--- src/rtl/rf_ctrl_pkg.sv ---
// Shared definitions for the register-file write-back controller.
// Provides the datapath widths, the buffered LSU write-back entry type and a
// small helper that turns a register index into a one-hot scoreboard mask.
package rf_ctrl_pkg;

  localparam int XLEN       = 32;
  localparam int REG_ADDR_W = 5;
  localparam int NUM_REGS   = 32;

  // One buffered load result waiting for the register-file write port.
  typedef struct packed {
    logic [REG_ADDR_W-1:0] rd;
    logic [XLEN-1:0]       data;
  } wb_entry_t;

  // One-hot mask of a register index, used to set/clear scoreboard bits.
  function automatic logic [NUM_REGS-1:0] reg_onehot(input logic [REG_ADDR_W-1:0] idx);
    logic [NUM_REGS-1:0] mask;
    mask = {NUM_REGS{1'b0}};
    mask[idx] = 1'b1;
    return mask;
  endfunction

endpackage

--- src/rtl/rf_wb_fifo.sv ---
// In-order synchronous FIFO of load write-back entries.
// Ports:
//   clk, rst_n   : clock, asynchronous active-low reset (empties the FIFO)
//   push, din    : enqueue request and entry (ignored while full)
//   pop          : dequeue request (ignored while empty)
//   head         : entry at the head of the queue (valid when !empty)
//   full, empty  : occupancy flags derived from the registered count
module rf_wb_fifo
  import rf_ctrl_pkg::*;
#(
  parameter int DEPTH = 2
) (
  input  logic      clk,
  input  logic      rst_n,
  input  logic      push,
  input  wb_entry_t din,
  input  logic      pop,
  output wb_entry_t head,
  output logic      full,
  output logic      empty
);

  localparam int AW = (DEPTH > 1) ? $clog2(DEPTH) : 1;
  localparam logic [AW:0] FULL_CNT = (AW+1)'(DEPTH);

  wb_entry_t   mem [DEPTH];
  logic [AW-1:0] wr_ptr;
  logic [AW-1:0] rd_ptr;
  logic [AW:0]   count;
  logic          push_ok;
  logic          pop_ok;

  assign full    = (count == FULL_CNT);
  assign empty   = (count == {(AW+1){1'b0}});
  // A full FIFO refuses a push even when it pops in the same cycle.
  assign push_ok = push & ~full;
  assign pop_ok  = pop & ~empty;
  assign head    = mem[rd_ptr];

  // Storage array: written at the tail on an accepted push.
  always_ff @(posedge clk or negedge rst_n) begin
    if (!rst_n) begin
      for (int i = 0; i < DEPTH; i++) begin
        mem[i] <= '0;
      end
    end else if (push_ok) begin
      mem[wr_ptr] <= din;
    end
  end

  // Pointers and occupancy count; DEPTH is a power of two so pointers wrap.
  always_ff @(posedge clk or negedge rst_n) begin
    if (!rst_n) begin
      wr_ptr <= {AW{1'b0}};
      rd_ptr <= {AW{1'b0}};
      count  <= {(AW+1){1'b0}};
    end else begin
      if (push_ok) begin
        wr_ptr <= wr_ptr + {{(AW-1){1'b0}}, 1'b1};
      end
      if (pop_ok) begin
        rd_ptr <= rd_ptr + {{(AW-1){1'b0}}, 1'b1};
      end
      case ({push_ok, pop_ok})
        2'b10:   count <= count + {{AW{1'b0}}, 1'b1};
        2'b01:   count <= count - {{AW{1'b0}}, 1'b1};
        default: count <= count;
      endcase
    end
  end

endmodule

--- src/rtl/rf_writeback_ctrl.sv ---
// Register-file write-port sequencer and load hazard scoreboard.
// The ALU result has fixed priority on the single write port; load results are
// buffered in an in-order FIFO and drained whenever the ALU is idle. A busy bit
// per register blocks issue of instructions that read or overwrite a register
// with an outstanding load.
// Ports:
//   issue_*        : instruction presented by the issue stage; issue_stall
//                    (combinational) tells it to hold
//   alu_*          : single-cycle ALU result, no backpressure
//   lsu_*          : load result handshake, lsu_ready = FIFO not full
//   RegWrite/rd/WriteData : registered RegFile write port
//   loads_pending  : loads issued but not yet written back
module rf_writeback_ctrl
  import rf_ctrl_pkg::*;
#(
  parameter int LSU_BUF_DEPTH = 2,
  parameter int MAX_OUT_LOADS = 4
) (
  input  logic                  clk,
  input  logic                  rst_n,
  input  logic                  issue_valid,
  input  logic [REG_ADDR_W-1:0] issue_rs1,
  input  logic [REG_ADDR_W-1:0] issue_rs2,
  input  logic [REG_ADDR_W-1:0] issue_rd,
  input  logic                  issue_is_load,
  output logic                  issue_stall,
  input  logic                  alu_valid,
  input  logic [REG_ADDR_W-1:0] alu_rd,
  input  logic [XLEN-1:0]       alu_data,
  input  logic                  lsu_valid,
  input  logic [REG_ADDR_W-1:0] lsu_rd,
  input  logic [XLEN-1:0]       lsu_data,
  output logic                  lsu_ready,
  output logic                  RegWrite,
  output logic [REG_ADDR_W-1:0] rd,
  output logic [XLEN-1:0]       WriteData,
  output logic [3:0]            loads_pending
);

  localparam logic [3:0] MAX_LOADS = 4'(MAX_OUT_LOADS);

  logic [NUM_REGS-1:0] busy;
  logic [NUM_REGS-1:0] busy_next;
  logic [3:0]          pending_next;
  logic                load_accept;
  logic                fifo_push;
  logic                fifo_pop;
  logic                fifo_full;
  logic                fifo_empty;
  wb_entry_t           fifo_din;
  wb_entry_t           fifo_head;

  assign fifo_din  = '{rd: lsu_rd, data: lsu_data};
  assign lsu_ready = ~fifo_full;
  assign fifo_push = lsu_valid & ~fifo_full;
  // The FIFO only gets the write port in cycles the ALU leaves free.
  assign fifo_pop  = ~alu_valid & ~fifo_empty;

  rf_wb_fifo #(
    .DEPTH (LSU_BUF_DEPTH)
  ) u_fifo (
    .clk   (clk),
    .rst_n (rst_n),
    .push  (fifo_push),
    .din   (fifo_din),
    .pop   (fifo_pop),
    .head  (fifo_head),
    .full  (fifo_full),
    .empty (fifo_empty)
  );

  // Hazard check: RAW/WAW against busy registers, plus the load-slot limit.
  always_comb begin
    issue_stall = 1'b0;
    if (issue_valid) begin
      issue_stall = busy[issue_rs1] | busy[issue_rs2] | busy[issue_rd] |
                    (issue_is_load & (loads_pending == MAX_LOADS));
    end else begin
      issue_stall = 1'b0;
    end
  end

  assign load_accept = issue_valid & issue_is_load & ~issue_stall;

  // Next scoreboard: clear on pop first so a same-cycle set for that rd wins.
  always_comb begin
    busy_next = busy;
    if (fifo_pop) begin
      busy_next = busy_next & ~reg_onehot(fifo_head.rd);
    end else begin
      busy_next = busy_next;
    end
    if (load_accept) begin
      busy_next = busy_next | reg_onehot(issue_rd);
    end else begin
      busy_next = busy_next;
    end
    busy_next[0] = 1'b0;
  end

  // Next outstanding-load count; loads to x0 still occupy a slot.
  always_comb begin
    pending_next = loads_pending;
    case ({load_accept, fifo_pop})
      2'b10:   pending_next = loads_pending + 4'd1;
      2'b01:   pending_next = loads_pending - 4'd1;
      default: pending_next = loads_pending;
    endcase
  end

  // Scoreboard and load counter registers.
  always_ff @(posedge clk or negedge rst_n) begin
    if (!rst_n) begin
      busy          <= {NUM_REGS{1'b0}};
      loads_pending <= 4'd0;
    end else begin
      busy          <= busy_next;
      loads_pending <= pending_next;
    end
  end

  // Write-port registers: ALU first, then FIFO head; address/data hold when idle.
  always_ff @(posedge clk or negedge rst_n) begin
    if (!rst_n) begin
      RegWrite  <= 1'b0;
      rd        <= {REG_ADDR_W{1'b0}};
      WriteData <= {XLEN{1'b0}};
    end else if (alu_valid) begin
      RegWrite  <= (alu_rd != {REG_ADDR_W{1'b0}});
      rd        <= alu_rd;
      WriteData <= alu_data;
    end else if (fifo_pop) begin
      RegWrite  <= (fifo_head.rd != {REG_ADDR_W{1'b0}});
      rd        <= fifo_head.rd;
      WriteData <= fifo_head.data;
    end else begin
      RegWrite  <= 1'b0;
    end
  end

endmodule

--- config.mk ---
export PLATFORM = sky130hd
export DESIGN_NAME = rf_writeback_ctrl
export DESIGN_NICKNAME = d
export VERILOG_FILES = /design/src/rtl/rf_ctrl_pkg.sv /design/src/rtl/rf_wb_fifo.sv /design/src/rtl/rf_writeback_ctrl.sv
export SDC_FILE = /design/constraint.sdc
export NUM_CORES = 1
export LEC_CHECK = 0
export CORE_MARGIN = 4
export CORE_UTILIZATION = 53
export DETAILED_ROUTE_END_ITERATION = 8
export PLACE_DENSITY_LB_ADDON = 0.2
export SETUP_SLACK_MARGIN = 0.05
export SLEW_MARGIN = 20
export SYNTH_ARGS = -nofsm -noshare
export SYNTH_HDL_FRONTEND = slang
export SYNTH_SLANG_ARGS = --single-unit
--- constraint.sdc ---
create_clock -name clk -period 4.6 [get_ports clk]
set_input_delay 0.69 -clock clk [delete_from_list [all_inputs] [get_ports clk]]
set_output_delay 0.69 -clock clk [all_outputs]
set_load 0.02 [all_outputs]
* After elaboration in Yosys (flattened, before gate mapping)
Index checks and enable logic that the tools add are counted. W data, S select, Z words.
Word-level totals: register bits 151, input bits 95, output and inout port bits 44, word-level logic and storage cells 88
Operators by class: add/subtract/negate cells 6, order comparisons 9, eq/ne operators 6, mux-type cells 27, bitwise operators 19, reductions and logical operators 9
Operators with widths (number):
- $mux W37 | 4
- $mux W32 | 4
- $bwmux W74 | 1
- $demux W37 S1 | 1
- $and A32 B32 Y32 | 1
- $not A32 Y32 | 1
- $or A32 B32 Y32 | 1
- $lt A5 B6 Y1 const B | 4
- $bmux W1 S5 | 3
- $demux W1 S5 | 2
- $ge A5 B1 Y1 const B | 2
- $mux W5 | 2
- $reduce_bool A5 Y1 | 2
- $mux W1 | 8
- $pmux W4 S2 | 1
- $and A1 B1 Y1 | 7
- $eq A2 B2 Y1 const B | 3
- $reduce_bool A2 Y1 | 3
- $add A4 B1 Y4 const B | 1
- $eq A2 B1 Y1 const B | 2
- $eq A4 B3 Y1 const B | 1
- $ge A2 B2 Y1 const B | 2
- $not A1 Y1 | 4
- $not A1 Y2 | 2
- other kinds (9) | 14

* Longest topological paths before layout
Gate-level depths: netlist of run 1.
word-level depth 13, gate-level depth with buffers 15, depth with buffers taken out 13

* Hierarchy
Synthesis of run 1 repeated with hierarchy kept, for this count alone.
Unflattened totals: cell total of the unflattened synthesis 636, area total of the unflattened synthesis 7885.1 sq um
Modules (own cells, without submodules):
- rf_writeback_ctrl | instances 1, cells each 421, area an instance 4287.9 sq um, seq. area each 1826.8 sq um
- rf_wb_fifo | instances 1, cells each 215, area an instance 3597.2 sq um, seq. area each 1951.9 sq um

* Least setup slack after synthesis of run 1
Ideal clock, no wire load.
path type input to register, start in issue_rd[0], end reg loads_pending[2], setup time 0.134 ns, arrival 3.803 ns, data required time 4.466 ns, slack 0.663 ns, cell stages on the path 15, buffers on the path 2, path through buf_6 mux4_2 nor2b_4 nor2_2 o2111ai_1 or4_1 buf_2 or4_1 ha_1 xor2_1 ha_1 a21oi_1 xor2_1 nor2_1 xor2_1
On the way: cells in the longest elaborated chain, start to end 9, elaborated cells between the ends (all ways) 11, those cells by class eq/ne (2); mux (4); bitwise (4); reduce/logical (1)
RTL lines:
- from (decl) | RTL line rf_writeback_ctrl.sv:24 | input logic [REG_ADDR_W-1:0] issue_rd,
- $bmux W1 S5 * | RTL line rf_writeback_ctrl.sv:76 | issue_stall = busy[issue_rs1] | busy[issue_rs2] | busy[issue_rd] |
- $mux W1 (not written as such) * | RTL line rf_writeback_ctrl.sv:76
- $or A1 B1 Y1 * (2 in a row) | RTL line rf_writeback_ctrl.sv:76
- $mux W1 * | RTL line rf_writeback_ctrl.sv:75 | if (issue_valid) begin
- $not A1 Y1 * | RTL line rf_writeback_ctrl.sv:83 | assign load_accept = issue_valid & issue_is_load & ~issue_stall;
- $and A1 B1 Y1 * | RTL line rf_writeback_ctrl.sv:83
- $eq A2 B1 Y1 / $eq A2 B2 Y1 (equally long branches) | RTL line rf_writeback_ctrl.sv:104 | case ({load_accept, fifo_pop})
- $pmux W4 S2 / $reduce_bool A2 Y1 (equally long branches)
- to (signal assigned) | RTL line rf_writeback_ctrl.sv:118 | loads_pending <= pending_next;
- to (decl) | RTL line rf_writeback_ctrl.sv:37 | output logic [3:0] loads_pending
Mark *: on every way between the ends. The rest lies on a longest branch, timed or not. The select of a mux whose other input is x is not followed. A chain may end at the register's enable or synchronous reset.

* Final worst setup path of run 1
start in issue_rs2[1], end out issue_stall
On the way: cells in the longest elaborated chain, start to end 6
RTL lines:
- from (decl) | RTL line rf_writeback_ctrl.sv:23 | input logic [REG_ADDR_W-1:0] issue_rs2,
- $bmux W1 S5 | RTL line rf_writeback_ctrl.sv:76
- $mux W1 (not written as such) | RTL line rf_writeback_ctrl.sv:76
- $or A1 B1 Y1 (3 in a row) | RTL line rf_writeback_ctrl.sv:76
- $mux W1 | RTL line rf_writeback_ctrl.sv:75
- to (decl) | RTL line rf_writeback_ctrl.sv:26 | output logic issue_stall,
Every way passes these cells. The select of a mux whose other input is x is not followed.

==> Implementation_results.wiki, run 1 <==
{| class="wikitable"
! Metric !! Value
|-
| Final setup violation count || 0
|-
| Detail Placement HPWL || 14.0 mm
|-
| Router iterations before antenna repair || 5
|-
| Worst clock skew on the final layout || 0.00617 ns
|-
| Primary flip-flop cell chosen by synthesis mapping || dfrtp_1
|-
| 1st-iter DRT viols || 409
|-
| Start point of the critical path || issue_rs2[1]
|-
| Area share of the largest cell type after synthesis || 49.2%
|-
| Clock Tree Buf Depth || 2
|-
| RSZ-0062 raised after global routing || no
|-
| Cell leakage power || 0.00416 uW
|-
| Total global routing track utilization || 25.5%
|-
| Run status || finished, final reports clean
|-
| Cell count after placement || 965
|-
| Worst max-slew margin expressed relative to the limit || 51.9%
|-
| Final period utilization || 92.7%
|-
| CTS hold repair buffers || 0
|-
| Final Non-Filler Cells || 996
|-
| Average cell area after synthesis || 11.4 um2
|-
| Peak supply drop || 448 uV
|-
| Arrival time of the worst setup path || 3.58 ns
|-
| Starting utilization of the core area || 54.7%
|-
| Htree depth || 4
|-
| Largest net degree at the start of global routing || 78
|-
| Yosys cell types || 45
|-
| Nets || 903
|-
| Fin crit period || 4.27 ns
|-
| Number of synthesized flops with an enable pin || 0
|-
| Startpoint Class || input pin
|-
| Register-to-register path setup slack || 0.87 ns
|-
| Number of vias in the routed layout || 6,030
|-
| Data required time at the worst endpoint || 3.91 ns
|-
| Antenna violations before repair || 0
|-
| Die Footprint || 16,500 um2
|-
| Capture instance of the worst register-to-register path || loads_pending[2]
|-
| Remaining routing DRC violations || 0
|-
| Fraction of synthesis flops using an asynchronous set or reset pin || 100%
|-
| Count of input and output buffers || 138
|-
| Total gr overflow || 0
|-
| Number of synthesized register bits || 151
|-
| Number of setup buffers added after CTS || 0
|-
| Share of post-route cells with drive strength above 1 || 19.5%
|-
| Average routed wire per standard cell || 20.3 um
|-
| Average vias per placed instance || 6.05
|-
| Core ar. || 14,000 um2
|-
| Worst R2R Path Depth || 13
|-
| Most area-hungry cell type in the Yosys netlist || dfrtp_1
|-
| CTS root buf || clkbuf_16
|-
| Post-DRT Antenna Nets || 0
|-
| R2r startpoint || busy[7]
|-
| Min-delay worst type || input pin to asynchronous set/reset pin
|-
| Fraction of the yosys area taken by sequential cells || 49.2%
|-
| Termination of the worst setup path || issue_stall
|-
| Final count of hold timing violations || 0
|-
| Worst slew pin tran || 0.720 ns
|-
| Filler instances || 1,049
|-
| Post-Syn Area || 7670 um2
|-
| Maximum clock frequency || 0.234 GHz
|-
| Clock latency reported for the late side of the worst-skew pair || 0.41 ns
|-
| Vias in the first global route || 6,292
|-
| Post-layout util || 70.1%
|-
| CP max FO || 9
|-
| Number of diodes || 0
|-
| Warnings from Yosys || 0
|-
| Critical Setup Path Class || input pin to output pin
|-
| Number of slew-limit violations in the final report || 0
|-
| Gpl congestion || 0.979
|-
| Total wire length || 20.2 mm
|-
| Clock tree from TritonCTS || yes
|-
| Net count after synthesis || 775
|-
| Global-route wire length before repair || 33.0 mm
|-
| Post-CTS resize count || 0
|-
| Number of rows created at floorplan || 43
|-
| Crit end category || output pin
|-
| Final TNS setup || 0 ns
|-
| # Max-Cap Violations || 0
|-
| Number of buffers created by CTS || 17
|-
| Gate Count Post-Synth || 676
|-
| Synth-to-layout area growth || 28.2%
|-
| Clock sinks || 151
|-
| Clock-pin slew on the worst setup and hold paths || 0.06 ns
|-
| Die W || 128 um
|-
| Boundary Pins || 139
|-
| Power per cell area || 676 nW/um2
|-
| Top cells by area, synth || dfrtp_1 (49%), mux2_2 (11%), mux2i_1 (7.2%), o21ai_0 (5.2%), mux4_2 (3.8%)
|-
| Die Y || 128 um
|}
==> kinds of logic (layout without fill, tap and decap cells) <==
logic type                 Yosys count  count (layout)  synth area share (%)
buffers and inverters               47             187                  2.95
xor gates and xnor gates            10              10                  1.14
DFF                                151             151                  49.2
adders and majority gates            4               4                 0.652
and+or+nand+nor                    159             159                  9.85
muxes                              147             147                  22.6
AOI/OAI and AO/OA                  158             158                  13.5
==> where the power goes <==
part | total, uW | leakage (uW) | switching (uW) | internal, uW
clock | 1420 | 0.000282 | 548 | 872
sequential | 2460 | 0.00184 | 505 | 1950
combinational | 2780 | 0.00203 | 1410 | 1370
==> flip-flops by register name (all words and copies together), names as in the netlist, 2 cells and up <==
signal         count
u_fifo.mem        74
WriteData         32
busy              31
u_fifo.count       2
loads_pending      4
rd                 5
==> cells in the final DEF, fill, tap and decap left out, types with 2 or more instances in the layout <==
cell | netlist | final
clkbuf_1 | 25 | 4
mux2_2 | 76 | 76
o21ai_0 | 79 | 79
o41ai_2 | 13 | 13
mux4_2 | 13 | 13
or2_2 | 2 | 2
nand3_1 | 9 | 8
mux2_1 | 2 | 2
nand2b_1 | 6 | 6
a21oi_1 | 36 | 36
or4_1 | 5 | 5
nand3b_1 | 8 | 8
nor3b_1 | 2 | 2
nand2_1 | 59 | 59
buf_4 | 0 | 15
inv_6 | 0 | 3
nor2b_1 | 7 | 7
nand4_1 | 4 | 4
ha_1 | 4 | 4
nand4b_1 | 3 | 3
bufinv_16 | 0 | 3
clkinvlp_4 | 0 | 2
nor2_1 | 47 | 45
clkdlybuf4s50_1 | 0 | 136
o41ai_1 | 18 | 18
or3_1 | 2 | 2
mux2i_1 | 55 | 55
dfrtp_1 | 151 | 150
xor2_1 | 6 | 6
xnor2_1 | 4 | 4
a221oi_1 | 2 | 2
nor2_4 | 0 | 2
clkbuf_16 | 0 | 17
==> Yosys cell counts, types with 5 or more instances <==
library cell / count
a21oi_1: 36
buf_1: 11
buf_6: 6
clkbuf_1: 25
dfrtp_1: 151
mux2_2: 76
mux2i_1: 55
mux4_2: 13
nand2_1: 59
nand2b_1: 6
nand3_1: 9
nand3b_1: 8
nor2_1: 47
nor2b_1: 7
o21ai_0: 79
o41ai_1: 18
o41ai_2: 13
or4_1: 5
xor2_1: 6
==> critical path: stages <==
cell	delay, ns
clkdlybuf4s50_1	0.50
buf_4	0.21
mux4_2	0.32
nor2b_1	0.15
or4_1	0.14
o2111ai_1	0.10
or4_1	0.62
o31a_1	0.28
clkdlybuf4s50_1	0.55
==> area by class of cell <==
class / instances / area (um2) / area share (%)
flip-flops and latches: 151 / 3780 / 38.4
multi-input cells: 478 / 3700 / 37.6
repair buffers: 155 / 1540 / 15.6
clock buffers: 22 / 454 / 4.61
well taps: 180 / 225 / 2.29
clock inverters: 9 / 140 / 1.42
inverters: 1 / 3.75 / 0.0381
==> per-layer routing <==
layer  vias to the layer above  global-route usage, %  routed length, um
li1                       2747                      -                  -
met5                         -                      0                  0
met3                        31                   8.09               1750
met4                         0                   7.93                350
met1                      2986                   33.6               8380
met2                       266                   40.5               9700
==> how the worst min path moves through the flow <==
stage | cells past startpoint | to | start
after detailed placement | 1 | u_fifo.mem[14] | u_fifo.mem[14]
final | 1 | u_fifo.mem[42] | rst_n
after global placement | 1 | loads_pending[3] | loads_pending[3]
after floorplan | 0 | RegWrite | rst_n
after global routing | 1 | u_fifo.mem[41] | rst_n
after CTS | 1 | u_fifo.mem[44] | rst_n
==> through the flow <==
stage          hold WS, ns  setup slack, ns  total power (uW)  area, um2
6_report             0.269            0.334              6650       9840
2_1_floorplan        0.394            0.663              4220       7670
5_1_grt              0.316            0.192              7090       9840
3_3_place_gp         0.480            0.156              5100       9210
4_1_cts              0.289            0.309              6680       9830
3_5_place_dp         0.493           0.0652              5230       9240
Power figures use the tool's default switching activity.
==> inputs of run 2 (changes only) <==
- GPL_TIMING_DRIVEN: not set -> 1
==> results of run 2 <==
Final layout, timing and power as in run 1 (identical DEF).
